**config.mk**
```make
export PLATFORM = sky130hd
export DESIGN_NAME = pe_stream_feeder
export DESIGN_NICKNAME = d
export VERILOG_FILES = /design/src/rtl/pe_stream_feeder.sv
export SDC_FILE = /design/constraint.sdc
export NUM_CORES = 1
export LEC_CHECK = 0
export BUFFER_PORTS_ARGS = -buffer_cell sky130_fd_sc_hd__buf_2
export CAP_MARGIN = 20
export CORE_ASPECT_RATIO = 1.2
export CORE_MARGIN = 2
export CORE_UTILIZATION = 50
export CTS_CLUSTER_DIAMETER = 150
export DETAILED_ROUTE_END_ITERATION = 12
export PLACE_DENSITY_LB_ADDON = 0.05
export SYNTH_ARGS = -nofsm -noshare
export SYNTH_HDL_FRONTEND = slang
export SYNTH_SLANG_ARGS = --single-unit
```
**constraint.sdc**
```tcl
create_clock -name clk -period 11.7 [get_ports clk]
set_input_delay 1.755 -clock clk [delete_from_list [all_inputs] [get_ports clk]]
set_output_delay 1.755 -clock clk [all_outputs]
set_load 0.02 [all_outputs]
```
**src/rtl/pe_stream_feeder.sv**
```systemverilog
// pe_stream_feeder
//   Multi-channel burst loader for the PE array. Each channel streams a
//   programmed burst from a shared single-port local buffer into its own
//   PE input FIFO. Channels compete round-robin for the buffer read port and
//   stall on per-channel PE FIFO-full.
//
// Ports
//   clk, rst           clock (rising edge), asynchronous active-high reset
//   start[c]           start pulse; ignored while busy[c]
//   base_addr          per-channel burst start address, channel c at [c*ADDR_WIDTH +: ADDR_WIDTH]
//   burst_len          per-channel word count, channel c at [c*LEN_WIDTH +: LEN_WIDTH]
//   busy[c], done[c]   channel active / one-cycle completion pulse
//   mem_rd_en/addr     buffer read strobe and address (one read per cycle max)
//   mem_rd_data        buffer read data, valid the cycle after mem_rd_en
//   pe_full[c]         PE FIFO full
//   out_data, out_en   per-channel word and write strobe into the PE FIFO
//   stall_cnt          per-channel 16-bit backpressure counters
//
// Build option
//   FEEDER_STALL_CNT_EN  when defined, stall_cnt counts cycles a channel holds
//                        a word but is blocked by pe_full (saturating, cleared
//                        on start accept). When undefined stall_cnt is 0.

// Per-channel engine: burst FSM, address/length counters, 2-entry skid FIFO.
module pe_feeder_ch #(
  parameter int DATA_WIDTH = 16,
  parameter int ADDR_WIDTH = 8,
  parameter int LEN_WIDTH  = 8
) (
  input  logic                  clk,
  input  logic                  rst,
  input  logic                  start,
  input  logic [ADDR_WIDTH-1:0] base_addr,
  input  logic [LEN_WIDTH-1:0]  burst_len,
  input  logic                  grant,
  input  logic                  ret_vld,
  input  logic [DATA_WIDTH-1:0] ret_data,
  input  logic                  pe_full,
  output logic                  eligible,
  output logic [ADDR_WIDTH-1:0] rd_addr,
  output logic                  busy,
  output logic                  done,
  output logic                  out_en,
  output logic [DATA_WIDTH-1:0] out_data,
  output logic [15:0]           stall_cnt
);

  typedef enum logic [1:0] {ST_IDLE, ST_RUN, ST_DRAIN} state_t;

  state_t                 state_q, state_d;
  logic                   done_q, done_d, load;
  logic [ADDR_WIDTH-1:0]  addr_q;
  logic [LEN_WIDTH-1:0]   rem_q;

  logic [1:0][DATA_WIDTH-1:0] mem_q;
  logic                   wr_ptr_q, rd_ptr_q;
  logic [1:0]             occ_q, occ_d;
  logic [DATA_WIDTH-1:0]  last_q, out_word;
  logic                   has_word, pop_mem, push_mem;
  logic [2:0]             used;

  // A returning word counts as present this cycle; when the skid is empty it
  // bypasses straight to the PE, which gives the 2-cycle start-to-data latency.
  assign has_word = (occ_q != 2'd0) || ret_vld;
  assign out_en   = has_word && !pe_full;
  assign out_word = (occ_q != 2'd0) ? mem_q[rd_ptr_q] : ret_data;
  assign pop_mem  = out_en && (occ_q != 2'd0);
  assign push_mem = ret_vld && !(out_en && (occ_q == 2'd0));
  assign out_data = out_en ? out_word : last_q;

  always_comb begin
    occ_d = occ_q;
    if (push_mem && !pop_mem)      occ_d = occ_q + 2'd1;
    else if (pop_mem && !push_mem) occ_d = occ_q - 2'd1;
  end

  // Credit = 2 - occupancy - inflight; the in-flight read is the one returning now.
  assign used     = {1'b0, occ_q} + {2'b00, ret_vld};
  assign eligible = (state_q == ST_RUN) && (rem_q != '0) && (used < 3'd2);
  assign rd_addr  = addr_q;
  assign busy     = (state_q != ST_IDLE);
  assign done     = done_q;

  always_comb begin
    state_d = state_q;
    done_d  = 1'b0;
    load    = 1'b0;
    case (state_q)
      ST_IDLE: if (start) begin
        load = 1'b1;
        if (burst_len == '0) done_d  = 1'b1;
        else                 state_d = ST_RUN;
      end
      ST_RUN: if (grant && (rem_q == LEN_WIDTH'(1))) state_d = ST_DRAIN;
      // Nothing can be in flight after the RUN->DRAIN grant has returned, so
      // an empty skid after this cycle means the last word has gone out.
      ST_DRAIN: if (occ_d == 2'd0) begin
        state_d = ST_IDLE;
        done_d  = 1'b1;
      end
      default: state_d = ST_IDLE;
    endcase
  end

  always_ff @(posedge clk or posedge rst) begin
    if (rst) begin
      state_q <= ST_IDLE;
      done_q  <= 1'b0;
      addr_q  <= '0;
      rem_q   <= '0;
    end else begin
      state_q <= state_d;
      done_q  <= done_d;
      if (load) begin
        addr_q <= base_addr;
        rem_q  <= burst_len;
      end else if (grant) begin
        addr_q <= addr_q + ADDR_WIDTH'(1);   // wraps mod 2^ADDR_WIDTH
        rem_q  <= rem_q - LEN_WIDTH'(1);
      end
    end
  end

  always_ff @(posedge clk or posedge rst) begin
    if (rst) begin
      mem_q    <= '0;
      wr_ptr_q <= 1'b0;
      rd_ptr_q <= 1'b0;
      occ_q    <= 2'd0;
      last_q   <= '0;
    end else begin
      if (push_mem) begin
        mem_q[wr_ptr_q] <= ret_data;
        wr_ptr_q        <= ~wr_ptr_q;
      end
      if (pop_mem) rd_ptr_q <= ~rd_ptr_q;
      occ_q <= occ_d;
      if (out_en) last_q <= out_word;
    end
  end

`ifdef FEEDER_STALL_CNT_EN
  logic [15:0] stall_q;
  always_ff @(posedge clk or posedge rst) begin
    if (rst)                                           stall_q <= '0;
    else if (load)                                     stall_q <= '0;
    else if (has_word && pe_full && stall_q != 16'hFFFF) stall_q <= stall_q + 16'd1;
  end
  assign stall_cnt = stall_q;
`else
  assign stall_cnt = '0;
`endif

endmodule

module pe_stream_feeder #(
  parameter int DATA_WIDTH = 16,
  parameter int ADDR_WIDTH = 8,
  parameter int LEN_WIDTH  = 8,
  parameter int NUM_CH     = 3
) (
  input  logic                         clk,
  input  logic                         rst,
  input  logic [NUM_CH-1:0]            start,
  input  logic [NUM_CH*ADDR_WIDTH-1:0] base_addr,
  input  logic [NUM_CH*LEN_WIDTH-1:0]  burst_len,
  output logic [NUM_CH-1:0]            busy,
  output logic [NUM_CH-1:0]            done,
  output logic                         mem_rd_en,
  output logic [ADDR_WIDTH-1:0]        mem_rd_addr,
  input  logic [DATA_WIDTH-1:0]        mem_rd_data,
  input  logic [NUM_CH-1:0]            pe_full,
  output logic [NUM_CH*DATA_WIDTH-1:0] out_data,
  output logic [NUM_CH-1:0]            out_en,
  output logic [NUM_CH*16-1:0]         stall_cnt
);

  localparam int CH_W = (NUM_CH > 1) ? $clog2(NUM_CH) : 1;

  logic [NUM_CH-1:0]                 elig, gnt, ret_vld;
  logic [NUM_CH-1:0][ADDR_WIDTH-1:0] ch_addr;
  logic                              gnt_vld, rd_vld_q;
  logic [CH_W-1:0]                   gnt_id, rr_ptr_q, rd_ch_q;

  for (genvar c = 0; c < NUM_CH; c++) begin : g_ch
    assign gnt[c]     = gnt_vld && (gnt_id == CH_W'(c));
    assign ret_vld[c] = rd_vld_q && (rd_ch_q == CH_W'(c));

    pe_feeder_ch #(
      .DATA_WIDTH (DATA_WIDTH),
      .ADDR_WIDTH (ADDR_WIDTH),
      .LEN_WIDTH  (LEN_WIDTH)
    ) u_ch (
      .clk       (clk),
      .rst       (rst),
      .start     (start[c]),
      .base_addr (base_addr[c*ADDR_WIDTH +: ADDR_WIDTH]),
      .burst_len (burst_len[c*LEN_WIDTH +: LEN_WIDTH]),
      .grant     (gnt[c]),
      .ret_vld   (ret_vld[c]),
      .ret_data  (mem_rd_data),
      .pe_full   (pe_full[c]),
      .eligible  (elig[c]),
      .rd_addr   (ch_addr[c]),
      .busy      (busy[c]),
      .done      (done[c]),
      .out_en    (out_en[c]),
      .out_data  (out_data[c*DATA_WIDTH +: DATA_WIDTH]),
      .stall_cnt (stall_cnt[c*16 +: 16])
    );
  end

  // Round-robin: scan from rr_ptr_q upward (mod NUM_CH), first eligible wins.
  always_comb begin
    int j;
    j       = 0;
    gnt_vld = 1'b0;
    gnt_id  = '0;
    for (int i = 0; i < NUM_CH; i++) begin
      j = int'(rr_ptr_q) + i;
      if (j >= NUM_CH) j = j - NUM_CH;
      if (!gnt_vld && elig[j]) begin
        gnt_vld = 1'b1;
        gnt_id  = CH_W'(j);
      end
    end
  end

  assign mem_rd_en   = gnt_vld;
  assign mem_rd_addr = gnt_vld ? ch_addr[gnt_id] : '0;

  // Registered grant id steers the returning word to its channel.
  always_ff @(posedge clk or posedge rst) begin
    if (rst) begin
      rr_ptr_q <= '0;
      rd_vld_q <= 1'b0;
      rd_ch_q  <= '0;
    end else begin
      rd_vld_q <= gnt_vld;
      rd_ch_q  <= gnt_id;
      if (gnt_vld)
        rr_ptr_q <= (gnt_id == CH_W'(NUM_CH-1)) ? '0 : gnt_id + CH_W'(1);
    end
  end

endmodule

```
Yosys cells after proc, flatten, opt, wreduce, memory -nomap -nowiden:

Index checks and enable logic that the tools add are counted.

* add/sub/neg operators: 21
* order comparisons: 19
* equality and inequality tests: 25
* mux-type cells: 94
* bitwise gates (word level): 6
* reductions and logical operators: 84

Operators by type and width (count)
* $mux 16: 15
* $mux 8: 14
* $bwmux 32: 3
* $lt 32x4->1 const B: 3
* $mux 32: 3
* $demux 16 s1: 3
* $mux 2: 22
* $logic_and 1x1->1: 38
* $add 8x1->8 const B: 3
* $eq 8x1->1 const B: 3
* $logic_not 8->1: 3
* $mux 1: 24
* $reduce_bool 8->1: 3
* $sub 8x1->8 const B: 3
* $logic_not 2->1: 11
* $ne 2x2->1 const B: 9
* $pmux 2 s3: 3
* $reduce_bool 2->1: 9
* $bmux 8 s2: 1
* $logic_not 1->1: 14
* $lt 1x2->1 const B: 6
* $reduce_and 4->1: 3
* $eq 2x1->1 const B: 5
* $eq 2x2->1 const B: 5
* other kinds (17): 43

* bits in registers: 218
* input bits: 72
* logic and storage cells: 282

Logic depth before layout (Yosys ltp):

* word-level depth: 20
* depth in mapped cells: 11

Modules after synthesis:

A second synthesis with hierarchy kept.

* cell total of the unflattened synthesis: 1045
* area, all modules: 11458.5 µm²

Modules (own cells, without submodules)
* pe_feeder_ch at g_ch[2].u_ch: times used 1, cells an instance 324, area an instance 3578.4 µm², sequential area each 1776.7 µm²
* pe_feeder_ch at g_ch[1].u_ch: times used 1, cells an instance 321, area an instance 3552.2 µm², sequential area each 1776.7 µm²
* pe_feeder_ch at g_ch[0].u_ch: times used 1, cells an instance 311, area an instance 3514.6 µm², sequential area each 1776.7 µm²
* pe_stream_feeder: times used 1, cells an instance 89, area an instance 813.3 µm², sequential area each 125.1 µm²

Least setup slack after synthesis:

No wires, ideal clock.

* kind: input -> output
* start: in pe_full[0]
* end: out out_data[12]
* arrival time: 2874 ps
* required time: 9945 ps
* slack: 7071 ps
* stages: 4
* buffers on the path: 2
* cell sequence: buf_1 -> o21bai_1 -> clkbuf_1 -> o21ai_0

* word-level cells in the longest chain between the ends: 3

Ends and longest elaborated chain
* from (decl): line 172 `input logic [NUM_CH-1:0] pe_full,`
* $logic_not 1->1: line 65 `assign out_en = has_word && !pe_full;`
* $logic_and 1x1->1: line 65
* $mux 16: line 69 `assign out_data = out_en ? out_word : last_q;`
* to (decl): line 173 `output logic [NUM_CH*DATA_WIDTH-1:0] out_data,`

No other way between the ends.

Worst setup path after layout:

* start: reg g_ch[1].u_ch.rem_q[0]
* end: out mem_rd_addr[0]

* word-level cells in the longest chain between the ends: 16
* elaborated cells between the ends (all ways): 25
* classes of those cells: 18 x mux; 7 x reduce/logical

Ends and longest elaborated chain
* from (decl): line 53 `logic [LEN_WIDTH-1:0] rem_q;`
* from (signal assigned): line 116 `rem_q <= burst_len;`
* from (signal assigned): line 119 `rem_q <= rem_q - LEN_WIDTH'(1);`
* $reduce_bool 8->1 *: line 79 `assign eligible = (state_q == ST_RUN) && (rem_q != '0) && (used < 3'd2);`
* $logic_and 1x1->1 * (2 in series): line 79
* $bmux 1 s2: line 222 `if (!gnt_vld && elig[j]) begin`
* $mux 1 (not written as such) (2 in series): line 222
* $mux 1: line 222
* $logic_not 1->1: line 222
* $logic_and 1x1->1: line 222
* $mux 1: line 222
* $logic_not 1->1: line 222
* $logic_and 1x1->1: line 222
* $mux 2: line 222
* $bmux 8 s2: line 230 `assign mem_rd_addr = gnt_vld ? ch_addr[gnt_id] : '0;`
* $mux 8 (not written as such): line 230
* $mux 8 *: line 230
* to (decl): line 170 `output logic [ADDR_WIDTH-1:0] mem_rd_addr,`

Mark *: on every way between the ends. The rest lies on a longest branch, timed or not. The select of a mux whose other input is x is not followed.

==> results <==
- The number of clock buffers inserted by TritonCTS is 23.
- The mapped netlist covers 11,100 sq um.
- By area the synthesized netlist is led by sky130_fd_sc_hd__dfrtp_1 49%, sky130_fd_sc_hd__mux2_2 10%, sky130_fd_sc_hd__mux2i_1 4.6%.
- The critical path goes through inv_1, ha_1, nor3b_1, a211o_1, or2_0, o211a_2, nor3_1, nor4_2, buf_2.
- The share of the clock period used by the worst path after layout is 44.6%.
- The critical path in this run is classified as flop to output pin.
- The fraction of synthesis flops using an asynchronous set or reset pin is 100%.
- The cell accounting for the most synthesized area is sky130_fd_sc_hd__dfrtp_1.
- Summing the areas of all fa, ha and maj instances in the mapped netlist gives 1.69% of the synthesized area.
- Across the run, the number of max-cap violations was 0.
- Global routing finished with a remaining overflow of 0.
- The minimum hold slack is 474 ps.
- The total of fill cells in the finished design is 1,984.
- Gates resized during post-CTS repair numbered 0.
- Compared with the post-synthesis result, the final layout area differs by 11.9%.
- Detailed placement ended at an HPWL of 16,600 um.
- At the end of the flow, the number of nets in the layout was 1,265.
- The number of global-route vias before repair is 7,477.
- At the pin with the least slew margin, the transition time is 1020 ps.
- The wire length per cell is 16.1 um.
- The proportion of synthesized area in mux cells is 14.6%.
- The cell with the largest stage delay on the worst path is sky130_fd_sc_hd__o211a_2.
- The clock passes through at most 3 buffers.
- The share of synthesized cell area in and, or, nand and nor gates is 12.4%.
- Among all flip-flop cells after synthesis, the most frequent one is sky130_fd_sc_hd__dfrtp_1.
- The die outline height is 167 um.
- The worst clock skew is 11.9 ps.
- The dominant combinational cell family by area after synthesis is multiplexers.
- The floorplan has 59 rows.
- After synthesis the netlist holds a flip-flop and latch count of 218.
- The areal power density over the cells is 306 nW/um^2.
- The final number of hold-violating endpoints is 0.
- The fraction of layout cells with a size suffix above 1 is 25.5%.
- Before antenna repair, the detailed router went through 9 iterations.
- At the end of routability-driven placement, the weighted congestion stood at 0.830.
- In this run the static leakage power is 0.00572 uW.
- The first routing iteration left 381 violations.
- The type of the tightest min-delay check is flop to flop.
- The starting density of the core is 51.0%.
- The die is 140 um wide.
- The startpoint type of the worst setup path is a flop.
- The Yosys step of the flow raised 0 warnings.
- Setup repair after global routing left no endpoint under its margin.
- Setup violations remaining at the end of the flow were counted as 0.
- The post-detailed-route via-to-cell ratio is 5.24.
- Adding up every negative setup slack in the final design gives 0 ps.
- Total power for the finished layout comes to 3800 uW.
- The maximum fanout along the worst path is 31.
- The repair_antennas step left the layout with diodes totalling 0.
- The final reports fail on DRC.
- The top cell type by area accounts for 49.1% of the synthesized area.
- The max-slew headroom at the worst pin is 32.1%.
- The number of port buffers is 137.
- At the later pin of the worst-skew pair, clock insertion delay measures 500 ps.
- The run finished, with violations left.
- The first global-routing pass estimated 38,500 um of wire.
- The post-synthesis share of cell area spent on xor and xnor gates is 3.70%.
- The register clock-pin slew on the reported worst setup and hold paths is 60 ps.
- The post-synthesis cell count is 1,088.
- CTS saw 218 sinks.
- The residual antenna-violating net count after detailed routing is 0.
- CTS placed an instance of sky130_fd_sc_hd__clkbuf_16 at the clock tree root.
- The arrival time of data at the critical path endpoint is 3460 ps.
- The number of pins with negative max-slew slack in the final report was 0.
- The number of antenna violations at the first check in global routing is 0.
- The share of the Yosys chip area taken by registers is 49.1%.
- Synthesis instantiated 64 different standard cells from the library.
- Global routing used 20.2% of the available tracks across all layers.
- The count of unresolved DRC violations after routing is 7.
- The compound-cell area share of the yosys netlist is 10.6%.
- The pin count of the biggest net entering global routing is 94.
- The die area is 23,400 sq um.
- Buffers added to address setup during post-CTS repair amount to 0.
- The worst-case IR drop observed on VDD is 0.271 mV.
- The routed design could run at a clock period as short as 5220 ps.
- STA puts the critical path data required time at 9950 ps.
- The routed design has 23,700 um of wire.
- The synthesized design contains 0 enable-type register cells.
- The total number of H-tree levels is 1.
- In this run the mean area of a mapped cell was 10.2 sq um.
- The number of ports placed on the die boundary is 186.
- The via count is 7,698.
- The post-cts hold buffer count is 0.
- The maximum operating frequency is 192 MHz.
- The endpoint kind of the worst setup timing path is an output pin.
- The total core area is 21,800 sq um.
- In this design, the stage delay of the slowest critical-path cell is 590 ps.
- The CTS tree is yes.
## per-stage QoR
step / utilization, % / cells / area, sq um / worst slack (ps)
floorplan: - / 1135 / 11300 / 3980
finish: 57.1 / 1468 / 12400 / 6480
detailed placement: 53.5 / 1425 / 11700 / 6810
global placement: 53.5 / 1425 / 11700 / 6870
global route: 57.1 / 1468 / 12400 / 6200
CTS: 57.0 / 1466 / 12400 / 6420
## sequential cells by signal (all words and copies together) (netlist names), 6 cells and up
name	flops
g_ch.u_ch.last_q	48
g_ch.u_ch.rem_q	24
g_ch.u_ch.state_q	6
g_ch.u_ch.rd_addr	24
g_ch.u_ch.mem_q	96
g_ch.u_ch.occ_q	6
## Yosys cell counts (all sizes together) (2+ instances only)
cell	instances
dfrtp	218
nor2	117
a21oi	101
mux2	99
buf	83
nand2	75
o21ai	67
mux2i	51
clkbuf	45
inv	34
xor2	27
xnor2	20
nor3	17
nand3	16
ha	15
nand4	15
nor4	12
a31oi	7
and3	7
nand3b	7
a222oi	4
o211ai	4
or2	4
a21boi	3
a22oi	3
nand2b	3
nor2b	3
nor3b	3
o32ai	3
or3	3
a211o	2
and3b	2
o211a	2
## path summary, 6_finish.rpt
check	from	endpoint	slack, ps	cells past startpoint
max	g_ch[1].u_ch.rem_q[0]	mem_rd_addr[0]	6480	9
min	g_ch[1].u_ch.state_q[1]	g_ch[1].u_ch.state_q[0]	470	1
max reg2reg	g_ch[1].u_ch.rem_q[0]	g_ch[0].u_ch.rd_addr[6]	8400	9
min reg2reg	g_ch[1].u_ch.state_q[1]	g_ch[1].u_ch.state_q[0]	470	1
max in group asynchronous	rst	g_ch[0].u_ch.done	8970	3
min in group asynchronous	rst	g_ch[2].u_ch.occ_q[1]	1320	2
## where the power goes
part           internal [uW]  total, uW  switching, uW  leakage [uW]
registers               1120       1390            275       0.00259
logic                    715       1690            971       0.00276
clock network            438        726            288      0.000374
## layer usage
| layer | up-vias | global-route usage [%] | wire [um] |
|---|---|---|---|
| met5 | - | 0 | 0 |
| met4 | 0 | 5.62 | 510 |
| met3 | 34 | 2.69 | 957 |
| met2 | 154 | 36.5 | 12300 |
| met1 | 3671 | 25.5 | 9930 |
| li1 | 3839 | - | - |
## cell families (layout without fill, tap and decap cells)
logic type,count (synthesis),in the layout
mux,150,150
simple gates,289,289
other cells,1,48
fa+ha+maj,15,15
flops,218,218
xor+xnor,47,47
compound gates,206,206
buf+inv,162,221
## layout by cell type (no fill, tap or decap), types with 7 or more instances in the layout
cell type,Yosys,final
sky130_fd_sc_hd__and3_1,7,7
sky130_fd_sc_hd__nor2_1,117,116
sky130_fd_sc_hd__mux2i_1,51,51
sky130_fd_sc_hd__nand3_1,16,16
sky130_fd_sc_hd__o21ai_0,63,63
sky130_fd_sc_hd__inv_1,33,32
sky130_fd_sc_hd__nor3_1,17,17
sky130_fd_sc_hd__a21oi_1,101,101
sky130_fd_sc_hd__nand4_1,14,14
sky130_fd_sc_hd__buf_4,59,7
sky130_fd_sc_hd__mux2_2,99,99
sky130_fd_sc_hd__xor2_1,27,27
sky130_fd_sc_hd__clkbuf_16,0,23
sky130_fd_sc_hd__conb_1,1,48
sky130_fd_sc_hd__nand3b_1,7,7
sky130_fd_sc_hd__xnor2_1,20,20
sky130_fd_sc_hd__buf_2,10,137
sky130_fd_sc_hd__dfrtp_1,218,218
sky130_fd_sc_hd__nand2_1,75,75
sky130_fd_sc_hd__ha_1,15,15
## worst max-delay path, delay by kind of cell, from the launching register on
| family | cells | cell delay [ps] |
|---|---|---|
| compound gates | 2 | 1170 |
| simple gates | 4 | 930 |
| flops | 1 | 420 |
| buf+inv | 2 | 290 |
| fa+ha+maj | 1 | 150 |
## final cells by class
cell class,count,area (sq um),area share (%)
Sequential cell,218,5460,43.9
Tap cell,274,343,2.76
Timing Repair Buffer,146,768,6.18
Clock inverter,7,88.8,0.714
Multi-Input combinational cell,755,4980,40.1
Clock buffer,34,667,5.36
Inverter,34,135,1.09
(Power assumes the default switching activity.)
